[config.mk]
export PLATFORM = sky130hd
export DESIGN_NAME = stopwatch_mmss
export DESIGN_NICKNAME = d
export VERILOG_FILES = /design/src/rtl/stopwatch_mmss.sv
export SDC_FILE = /design/constraint.sdc
export NUM_CORES = 1
export LEC_CHECK = 0
export CAP_MARGIN = 0
export CORE_MARGIN = 2
export CORE_UTILIZATION = 25
export CTS_CLUSTER_DIAMETER = 40
export DETAILED_ROUTE_END_ITERATION = 16
export SLEW_MARGIN = 20
export SYNTH_ARGS = -nofsm -noshare
export SYNTH_HDL_FRONTEND = slang
export SYNTH_SLANG_ARGS = --single-unit
[constraint.sdc]
create_clock -name clk -period 3.2 [get_ports clk]
set_input_delay 0.8 -clock clk [delete_from_list [all_inputs] [get_ports clk]]
set_output_delay 0.8 -clock clk [all_outputs]
set_load 0.01 [all_outputs]
[src/rtl/stopwatch_mmss.sv]
// mm:ss BCD stopwatch driven by the 1 s toggle generator.
// Optional lap freeze is built when STOPWATCH_LAP_EN is defined.
module stopwatch_mmss #(
    parameter int MIN_MAX = 59
) (
    input  logic       clk,
    input  logic       rst,
    input  logic       tick_tgl,
    input  logic       start_stop,
    input  logic       clear,
    input  logic       lap,
    output logic [3:0] sec_ones,
    output logic [2:0] sec_tens,
    output logic [3:0] min_ones,
    output logic [3:0] min_tens,
    output logic       running,
    output logic       wrap,
    output logic       lap_hold
);

    localparam logic [3:0] MAX_TENS = 4'(MIN_MAX / 10);
    localparam logic [3:0] MAX_ONES = 4'(MIN_MAX % 10);

    typedef enum logic [1:0] {
        IDLE,
        RUN,
        PAUSE
    } state_t;

    state_t     state;
    logic       tgl_d;
    logic       tick;
    logic       inc;
    logic       at_max;

    logic [3:0] c_so;
    logic [2:0] c_st;
    logic [3:0] c_mo;
    logic [3:0] c_mt;

    logic [3:0] n_so;
    logic [2:0] n_st;
    logic [3:0] n_mo;
    logic [3:0] n_mt;
    logic       n_wrap;

    assign tick   = tick_tgl ^ tgl_d;
    assign inc    = (state == RUN) && tick;
    assign at_max = (c_mt == MAX_TENS) && (c_mo == MAX_ONES)
                 && (c_st == 3'd5) && (c_so == 4'd9);

    // Next live count: clear first, then BCD cascade on a counted tick
    always_comb begin
        n_so   = c_so;
        n_st   = c_st;
        n_mo   = c_mo;
        n_mt   = c_mt;
        n_wrap = 1'b0;
        if (clear) begin
            n_so = '0;
            n_st = '0;
            n_mo = '0;
            n_mt = '0;
        end else if (inc) begin
            if (at_max) begin
                n_so   = '0;
                n_st   = '0;
                n_mo   = '0;
                n_mt   = '0;
                n_wrap = 1'b1;
            end else if (c_so != 4'd9) begin
                n_so = c_so + 4'd1;
            end else begin
                n_so = '0;
                if (c_st != 3'd5) begin
                    n_st = c_st + 3'd1;
                end else begin
                    n_st = '0;
                    if (c_mo != 4'd9) begin
                        n_mo = c_mo + 4'd1;
                    end else begin
                        n_mo = '0;
                        n_mt = c_mt + 4'd1;
                    end
                end
            end
        end
    end

    // Control FSM, toggle edge register, live count and wrap pulse
    always_ff @(posedge clk or posedge rst) begin
        if (rst) begin
            state   <= IDLE;
            running <= 1'b0;
            wrap    <= 1'b0;
            tgl_d   <= 1'b0;
            c_so    <= '0;
            c_st    <= '0;
            c_mo    <= '0;
            c_mt    <= '0;
        end else begin
            tgl_d <= tick_tgl;
            c_so  <= n_so;
            c_st  <= n_st;
            c_mo  <= n_mo;
            c_mt  <= n_mt;
            wrap  <= n_wrap;
            if (clear) begin
                state   <= IDLE;
                running <= 1'b0;
            end else if (start_stop) begin
                case (state)
                    IDLE: begin
                        state   <= RUN;
                        running <= 1'b1;
                    end
                    RUN: begin
                        state   <= PAUSE;
                        running <= 1'b0;
                    end
                    PAUSE: begin
                        state   <= RUN;
                        running <= 1'b1;
                    end
                    default: begin
                        state   <= IDLE;
                        running <= 1'b0;
                    end
                endcase
            end
        end
    end

`ifdef STOPWATCH_LAP_EN
    logic       hold;
    logic       lap_ok;
    logic [3:0] o_so;
    logic [2:0] o_st;
    logic [3:0] o_mo;
    logic [3:0] o_mt;

    assign lap_ok = lap && (state != IDLE);

    // Display shadow: follows the live count unless a lap freeze is held
    always_ff @(posedge clk or posedge rst) begin
        if (rst) begin
            hold <= 1'b0;
            o_so <= '0;
            o_st <= '0;
            o_mo <= '0;
            o_mt <= '0;
        end else if (clear) begin
            hold <= 1'b0;
            o_so <= '0;
            o_st <= '0;
            o_mo <= '0;
            o_mt <= '0;
        end else begin
            if (lap_ok) begin
                hold <= ~hold;
            end
            if (!hold || lap_ok) begin
                o_so <= n_so;
                o_st <= n_st;
                o_mo <= n_mo;
                o_mt <= n_mt;
            end
        end
    end

    assign sec_ones = o_so;
    assign sec_tens = o_st;
    assign min_ones = o_mo;
    assign min_tens = o_mt;
    assign lap_hold = hold;
`else
    logic unused_lap;

    assign unused_lap = lap;
    assign sec_ones   = c_so;
    assign sec_tens   = c_st;
    assign min_ones   = c_mo;
    assign min_tens   = c_mt;
    assign lap_hold   = 1'b0;
`endif

endmodule

==> metrics.txt <==
Worst Reg-to-Reg Cells=7; Final Wtd Congestion=0.7422; Die H=68.18 um; Boundary Pins=24; area of the multi-input gates=520.5 sq um; critical-path maximum fanout=7; largest net degree at the start of global routing=20; setup ws final=698.3 ps; Via density=4.669; total power=494.8 uW; antenna cells=0; fmax=399.7 MHz; critical path's top delay family=simple AND/OR/NAND/NOR gates; clk_lat worst skew=250 ps; syn_nets=121; via count=845; Top FF cell, synth=dfrtp_1; wirelength, routed=2146 um; adder and majority gate portion of the synthesized area=7.290%; nets=144; Place WS=438.1 ps; Reg2Reg Launch Point=sec_ones[1]; Final Hold Fails=0; sum of negative setup slack=0 ps; Die ar.=4649 sq um; CTS buffer count=3; status=completed; GRT Resource Usage Total=10.57%; clock sinks=19; simple-gate area share of the yosys netlist=26.49%; Fillers=423; Hold Path Origin=min_tens[3]; design area=1333 sq um; Post-Place Cell Area=1287 sq um; total gr overflow=0; Critical Path Source Type=input port; CTS root buf=clkbuf_8; Static Leak=0.5741 nW; Yosys reg bits=19; setup bufs post-CTS=0; relative max-transition margin=50.81%; EDFF count, synth=0; Crit. End Element=flop; hpwl dp=1602 um; warnings from Yosys=0; power per cell area=371.4 nW/um^2; min Tclk post-route=2502 ps; crit path DAT=2660 ps; FF-to-FF End=min_tens[3]; post-synthesis mux area share=2.916%; number of max-cap violations=0; row count=23; cell count after synthesis=109; CP Buf/Inv Count=1; Seq/Total Area, Yosys=46.17%; largest family of logic cells by synthesized area=simple AND/OR/NAND/NOR gates; Clk pin slew, worst setup/hold paths=70 ps; CTS Hold Buffers Added=0; Tightest Pin Transition=728.3 ps; initial antenna violation count=0; iteration count of the initial detailed-routing pass=3; post-route ant nets=0; worst path cell trace=clkdlybuf4s50_1 > xnor2_1 > nor4_4 > a21oi_2 > or2_1 > o31ai_1; VDD IR max=0.1233 mV; Synth Cell Area=1030 sq um; clock buffer depth=2; FF+latch area=475.5 sq um; first-pass GRT wire length=3691 um; XOR/XNOR Fraction of Synth Area=2.552%; CTS tree=yes; # setup viols final=0; Routed wire per std cell=11.86 um; Worst Skew=0.6380 ps; core area=3971 sq um; vias in the first global route=839; FF-to-FF setup slack=1110 ps; Die Wd=68.18 um; Netlist cell types=29; hold-critical path endpoint=min_tens[3]; Crit Path Class=input port to flop; layout cells sized above 1=6.107%; Tightest Hold Check Type=flop to flop; CP max-delay cell=nor4_4; htree depth=1; CP peak stage delay=500 ps; initial core utilization=25.93%; post_cts resized=0; Final period util=78.18%; Starting DRT DRC Count=40; worst hold path stage count=1; Final Max Slew Viols=0; RSZ-0062 raised after global routing=no; Async S/R FF share, synth=100.0%; compound-cell area share of the yosys netlist=10.94%; port bufs=21; WP data required=3360 ps; Area Overhead vs Synth=29.40%; DRC viols=0; Mapped Avg Cell Area=9.447 sq um
## where the power goes
part           leakage, nW  switching [mW]  internal (mW)
Sequential           0.259          0.0122          0.250
Clock               0.0228          0.0777         0.0885
Combinational        0.292          0.0349         0.0320
Total                0.574           0.125          0.370
## logic make-up after synthesis
family,after synthesis
and+or+nand+nor,51
muxes,3
xor gates and xnor gates,3
DFF,19
AOI/OAI and AO/OA,18
other,1
adders and majority gates,6
buffers and inverters,8
## registers in the layout, summed over array words and instances, names as in the netlist
name / cells
min_ones: 4
min_tens: 4
sec_ones: 4
sec_tens: 3
state: 2
tgl_d: 1
wrap: 1
## cells in the mapped netlist (2+ instances only)
cell type  number  area (sq um)
dfrtp_1        19         475.5
inv_1           5         18.77
o21ai_0         3         15.01
ha_1            6         75.07
o31ai_1         2         15.01
a21oi_1         8         40.04
mux2i_1         3         30.03
nand3b_1        4         30.03
nand2_1        11         41.29
xnor2_1         3         26.28
nand3_1         4         20.02
nor2_1         19         71.32
or3_1           2         12.51
nand2b_1        3         18.77
nor3_1          2         10.01
clkbuf_1        2         7.510
## how the worst max path moves through the flow
stage	cells after the start	from	end	slack (ps)
after CTS	6	tick_tgl	min_tens[3]	700
after global routing	6	tick_tgl	min_tens[3]	620
after floorplan	5	tick_tgl	min_tens[3]	1110
after detailed placement	6	tick_tgl	min_tens[3]	440
after global placement	6	tick_tgl	min_tens[3]	480
final	6	tick_tgl	min_tens[3]	700
## final cells by class
cell class              instances  share of cell area [%]
multi-input cells              82                   39.06
flip-flops and latches         19                   35.68
repair buffers                 21                   15.77
inverters                       5                   1.408
clock buffers                   4                   3.380
well taps                      50                   4.695
## worst reg2reg max path: cells and delay by family (launching register included)
kind	cells	cell delay [ps]
compound gates	2	420
fa+ha+maj	1	210
buf+inv	1	70
flops	1	430
simple gates	3	880
## metal layers
| layer | GRT usage (%) | share of wire [%] | vias to the layer above |
|---|---|---|---|
| met5 | 0 | 0 | - |
| met4 | 3.000 | 0.98 | 0 |
| met3 | 2.632 | 4.4 | 2 |
| met2 | 18.20 | 48 | 16 |
| met1 | 13.03 | 46 | 415 |
| li1 | - | - | 412 |
## stage by stage
stage               cells  hold slack, ps  util, %
floorplan             109           511.2        -
global placement      177           531.1    32.42
detailed placement    177           528.6    32.42
CTS                   181           548.5    33.55
global route          181           576.7    33.55
finish                181           545.2    33.55
## placed cells by master, fill, tap and decap left out, types with 2 or more instances in the layout
cell type        synthesis  final
a21oi_1                  8      8
clkbuf_8                 0      3
clkdlybuf4s50_1          0     21
dfrtp_1                 19     19
ha_1                     6      6
inv_1                    5      5
mux2i_1                  3      3
nand2_1                 11     11
nand2b_1                 3      3
nand3_1                  4      4
nand3b_1                 4      4
nor2_1                  19     19
nor3_1                   2      2
o21ai_0                  3      3
o31ai_1                  2      2
or3_1                    2      2
xnor2_1                  3      3
Power figures use the tool's default switching activity.
